File: src/rtl/trig_pkg.sv
// Shared types and widths for the camera trigger/ready responder.
package trig_pkg;

  localparam int unsigned TMR_W = 16;
  localparam int unsigned CNT_W = 8;

  typedef enum logic [1:0] {
    ST_IDLE    = 2'b00,
    ST_EXPOSE  = 2'b01,
    ST_READOUT = 2'b10,
    ST_RDY     = 2'b11
  } state_e;

  // Down-counter load value so a phase lasts exactly cyc cycles.
  function automatic logic [TMR_W-1:0] tmr_load(input int unsigned cyc);
    return TMR_W'(cyc - 1);
  endfunction

endpackage

File: src/rtl/edge_sync.sv
// Two-flop synchronizer with a delayed copy for rising-edge detection.
module edge_sync (
  input  logic clk,
  input  logic rst,
  input  logic din,
  output logic rise_c
);

  logic r_s1;
  logic r_s2;
  logic r_s3;

  always_ff @(posedge clk) begin
    if (rst) begin
      r_s1 <= 1'b0;
      r_s2 <= 1'b0;
      r_s3 <= 1'b0;
    end else begin
      r_s1 <= din;
      r_s2 <= r_s1;
      r_s3 <= r_s2;
    end
  end

  assign rise_c = r_s2 & ~r_s3;

endmodule

File: src/rtl/trig_rdy_responder.sv
// Camera emulator: trig -> expose -> readout -> rdy pulse, with frame/missed stats.
module trig_rdy_responder
  import trig_pkg::*;
#(
  parameter int unsigned EXPO_CYC = 1000,
  parameter int unsigned READ_CYC = 5000,
  parameter int unsigned RDY_W    = 8
) (
  input  logic             clk,
  input  logic             rst,
  input  logic             trig,
  input  logic             en,
  input  logic             clr_stats,
  output logic             rdy,
  output logic             busy,
  output logic             exposing,
  output logic [CNT_W-1:0] frame_cnt,
  output logic [CNT_W-1:0] missed_cnt
);

  logic             w_rise;
  logic             w_tmr_zero;
  logic             w_frame_done;
  state_e           r_state;
  state_e           w_state_nxt;
  logic [TMR_W-1:0] r_tmr;
  logic [TMR_W-1:0] w_tmr_nxt;
  logic             r_rdy;
  logic             r_busy;
  logic             r_exposing;
  logic [CNT_W-1:0] r_frame_cnt;
  logic [CNT_W-1:0] r_missed_cnt;

  edge_sync u_trig_sync (
    .clk    (clk),
    .rst    (rst),
    .din    (trig),
    .rise_c (w_rise)
  );

  assign w_tmr_zero = (r_tmr == '0);

  // Next-state and timer reload/decrement.
  always_comb begin
    w_state_nxt  = r_state;
    w_tmr_nxt    = r_tmr;
    w_frame_done = 1'b0;
    case (r_state)
      ST_IDLE: begin
        if (w_rise && en) begin
          w_state_nxt = ST_EXPOSE;
          w_tmr_nxt   = tmr_load(EXPO_CYC);
        end
      end
      ST_EXPOSE: begin
        if (w_tmr_zero) begin
          w_state_nxt = ST_READOUT;
          w_tmr_nxt   = tmr_load(READ_CYC);
        end else begin
          w_tmr_nxt = r_tmr - TMR_W'(1);
        end
      end
      ST_READOUT: begin
        if (w_tmr_zero) begin
          w_state_nxt = ST_RDY;
          w_tmr_nxt   = tmr_load(RDY_W);
        end else begin
          w_tmr_nxt = r_tmr - TMR_W'(1);
        end
      end
      ST_RDY: begin
        if (w_tmr_zero) begin
          w_state_nxt  = ST_IDLE;
          w_frame_done = 1'b1;
        end else begin
          w_tmr_nxt = r_tmr - TMR_W'(1);
        end
      end
      default: begin
        w_state_nxt = ST_IDLE;
        w_tmr_nxt   = '0;
      end
    endcase
  end

  // State, timer and outputs decoded from the next state so they move together.
  always_ff @(posedge clk) begin
    if (rst) begin
      r_state    <= ST_IDLE;
      r_tmr      <= '0;
      r_rdy      <= 1'b0;
      r_busy     <= 1'b0;
      r_exposing <= 1'b0;
    end else begin
      r_state    <= w_state_nxt;
      r_tmr      <= w_tmr_nxt;
      r_rdy      <= (w_state_nxt == ST_RDY);
      r_busy     <= (w_state_nxt != ST_IDLE);
      r_exposing <= (w_state_nxt == ST_EXPOSE);
    end
  end

  // Frame counter wraps; missed counter saturates; clear beats increment.
  always_ff @(posedge clk) begin
    if (rst || clr_stats) begin
      r_frame_cnt  <= '0;
      r_missed_cnt <= '0;
    end else begin
      if (w_frame_done) begin
        r_frame_cnt <= r_frame_cnt + CNT_W'(1);
      end
      if (w_rise && (r_state != ST_IDLE) && (r_missed_cnt != '1)) begin
        r_missed_cnt <= r_missed_cnt + CNT_W'(1);
      end
    end
  end

  assign rdy        = r_rdy;
  assign busy       = r_busy;
  assign exposing   = r_exposing;
  assign frame_cnt  = r_frame_cnt;
  assign missed_cnt = r_missed_cnt;

endmodule

File: config.mk
export PLATFORM = sky130hd
export DESIGN_NAME = trig_rdy_responder
export DESIGN_NICKNAME = d
export VERILOG_FILES = /design/src/rtl/trig_pkg.sv /design/src/rtl/edge_sync.sv /design/src/rtl/trig_rdy_responder.sv
export SDC_FILE = /design/constraint.sdc
export NUM_CORES = 1
export LEC_CHECK = 0
export BUFFER_PORTS_ARGS = -buffer_cell sky130_fd_sc_hd__buf_4
export CAP_MARGIN = 15
export CORE_ASPECT_RATIO = 1.1
export CORE_UTILIZATION = 55
export CTS_BUF_LIST = sky130_fd_sc_hd__clkbuf_8 sky130_fd_sc_hd__clkbuf_16
export DETAILED_ROUTE_END_ITERATION = 8
export HOLD_SLACK_MARGIN = 0.06
export PLACE_DENSITY = 0.76
export SLEW_MARGIN = 20
export SYNTH_ARGS = -nofsm -noshare
export SYNTH_HDL_FRONTEND = slang
export SYNTH_SLANG_ARGS = --single-unit
File: constraint.sdc
create_clock -name clk -period 3.55 [get_ports clk]
set_input_delay 0.355 -clock clk [delete_from_list [all_inputs] [get_ports clk]]
set_output_delay 0.355 -clock clk [all_outputs]
set_load 0.005 [all_outputs]
==> impl_metrics.json <==
{
  "drv_cap": 0,
  "die-area_mm2": 0.003888,
  "cts_buffers": 5,
  "max_slew.worst_pin.slew_ns": 0.8052,
  "fin_crit_ns": 2.595,
  "slew_violations": 0,
  "worstPathArrival_ns": 2.82,
  "crit_type": "reg2reg",
  "route.final.wire_length_um": 4252,
  "ys_warn_count": 0,
  "synth_area_mm2": 0.002003,
  "synth_nets": 244,
  "synth_enable_flop_cells": 0,
  "cts_max_path_buffers": 2,
  "h-tree-depth": 2,
  "postSynthAreaPerCell_um2": 8.524,
  "grt_pass1_vias": 1640,
  "synth_top_area_share": 0.3998,
  "synth_top_area_cell": "dfxtp_1",
  "die_y_um": 65.30,
  "dieWidth_um": 59.54,
  "vias_per_cell": 5.819,
  "layout-drive-gt1-share": 0.1875,
  "finalSetupViolations": 0,
  "hold_viol": 0,
  "antenna_found_initial": 0,
  "synth-seq-cells": 40,
  "grt_pass1_wl_um": 7127,
  "power.density_mw_per_mm2": 678.5,
  "cts.repair.resized": 0,
  "grt-ovfl-total": 0,
  "root_buffer": "clkbuf_8",
  "place.detailed.hpwl_um": 3003,
  "cts_setup_buffers": 0,
  "timing.final.crit_share": 0.7311,
  "ys_seq_area_frac": 0.3998,
  "track_usage": 0.2457,
  "area_growth_pct": 14.18,
  "crit_fanout": 17,
  "drt_pass1_iterations": 4,
  "fin_nets": 264,
  "max_slew_margin": 0.4626,
  "fin_skew_ns": 0.007039,
  "io_buffers": 23,
  "status": "finished clean",
  "hp-class": "in2reg",
  "drt_first_iter_violations": 98,
  "synth_area_leaders": "dfxtp_1 (40%), nor2_1 (5.4%), xnor2_1 (5.2%)",
  "rows": 22,
  "antenna_left": 0,
  "ys_types": 50,
  "clock_latency_ns": 0.30,
  "rsz0062_at_grt": "false",
  "place.gp.congestion": 0.8752,
  "clock.fmax_mhz": 385.3,
  "pin_count": 24,
  "wl_per_cell_um": 13.99,
  "holdWs_ns": 0.2839,
  "postCtsHoldBufs": 0,
  "setup_tns_ns": 0,
  "vdd_drop_max_v": 0.0006100,
  "clock-sinks": 40,
  "core_mm2": 0.003413,
  "n_antenna_cell": 0,
  "syn_inst": 235,
  "async_reset_ff_frac": 0,
  "vias": 1769,
  "start_kind": "flip-flop",
  "grt_start_max_net_pins": 18,
  "end_kind": "flip-flop",
  "p_leak_uw": 0.0008581,
  "cts.clk_slew.worst_paths_ns": 0.07,
  "drc": 0,
  "initial_core_util": 0.5869,
  "ys.flop_type": "dfxtp_1",
  "cts_tree": "built",
  "critPathRequiredTime_ns": 3.78
}
## synth_stat cells, drive strengths merged (5+ instances only)
cell type	number
inv	5
o21ai	12
nand3	9
xnor2	12
dfxtp	40
nor2b	5
or3	7
clkbuf	7
a21oi	18
nand2	18
nor3	9
nor2	31
xor2	6
## routing by layer
layer | routed length [um] | vias up | track usage
met1 | 1890 | 816 | 0.2811
met5 | 0 | - | 0
li1 | - | 889 | -
met2 | 2040 | 52 | 0.4059
met3 | 193 | 12 | 0.06299
met4 | 128 | 0 | 0.1453
## worst max-delay path, cell delays in order (launching register included)
cell	delay [ns]
dfxtp_1	0.34
inv_1	0.08
ha_1	0.14
nor4b_1	0.47
nand4_2	0.45
o21ai_0	0.68
o21ai_0	0.20
a21oi_1	0.16
## where the power goes
group	total (uW)	internal, uW	switching [uW]
logic	666	255	411
clock network	311	155	156
registers	575	503	71.5
## final timing paths
path / startpoint / to / slack [ns] / cells after the start
worst max-delay path: r_tmr[0]$_SDFFE_PP0P_ / r_tmr[7]$_SDFFE_PP0P_ / 0.95 / 7
worst min-delay path: trig / u_trig_sync.r_s1$_SDFF_PP0_ / 0.28 / 2
worst max register to register: r_tmr[0]$_SDFFE_PP0P_ / r_tmr[7]$_SDFFE_PP0P_ / 0.95 / 7
worst min register to register: u_trig_sync.r_s1$_SDFF_PP0_ / u_trig_sync.r_s2$_SDFF_PP0_ / 0.46 / 1
## final cells by class
type	count	area, um^2
multi-input cells	180	1142
fillers	320	1126
flip-flops and latches	40	800.8
repair buffers	23	172.7
clock buffers	6	82.58
well taps	48	60.06
inverters	5	18.77
clock inverters	2	10.01
## state kept, by name, summed over array words and instances, names as in the netlist
register	flops
u_trig_sync.r_s3	1
r_state	2
frame_cnt	8
rdy	1
u_trig_sync.r_s1	1
u_trig_sync.r_s2	1
busy	1
missed_cnt	8
r_tmr	16
exposing	1
## metrics by stage
| step | utilization | cells | power, uW | worst slack (ns) | cell area, um^2 |
|---|---|---|---|---|---|
| 6_report | 0.6701 | 304 | 1552 | 0.9546 | 2287 |
| 4_1_cts | 0.6701 | 304 | 1552 | 0.9687 | 2287 |
| 2_1_floorplan | - | 235 | 1114 | 1.547 | 2003 |
| 5_1_grt | 0.6701 | 304 | 1654 | 0.6662 | 2287 |
| 3_3_place_gp | 0.6430 | 296 | 1226 | 1.098 | 2195 |
| 3_5_place_dp | 0.6430 | 296 | 1234 | 1.007 | 2195 |
## logic make-up (layout without fill, tap and decap cells)
kind of cell,after synthesis,in the layout,synth area share
simple gates,104,104,0.2823
compound gates,53,53,0.1793
xor+xnor,18,18,0.07870
mux,1,1,0.004997
fa+ha+maj,4,4,0.02499
buf+inv,15,36,0.02998
flops,40,40,0.3998
## cells in the final DEF (no fill, tap or decap), types with 2 or more instances in the layout
cell type / synthesis / routed
nor2_1: 29 / 29
or4_1: 2 / 2
inv_1: 5 / 5
xor2_1: 6 / 6
or3_1: 5 / 5
ha_1: 4 / 4
a2111oi_2: 2 / 2
and3_1: 2 / 2
a31oi_1: 4 / 4
o21ai_0: 12 / 12
nor4_1: 3 / 3
clkbuf_8: 0 / 6
xnor2_1: 12 / 12
nand3_1: 9 / 9
buf_4: 0 / 23
and2_1: 4 / 4
nor2b_1: 5 / 5
o211ai_1: 2 / 2
clkinv_2: 0 / 2
or2_2: 3 / 3
nand2_1: 18 / 18
o2111ai_1: 2 / 2
o31ai_1: 2 / 2
nor3_1: 9 / 9
a21oi_1: 18 / 18
or4_4: 2 / 2
nand4_1: 2 / 2
nor2_2: 2 / 2
dfxtp_1: 40 / 40
a211oi_1: 2 / 2
No activity file was read; power rests on OpenSTA's default activity.
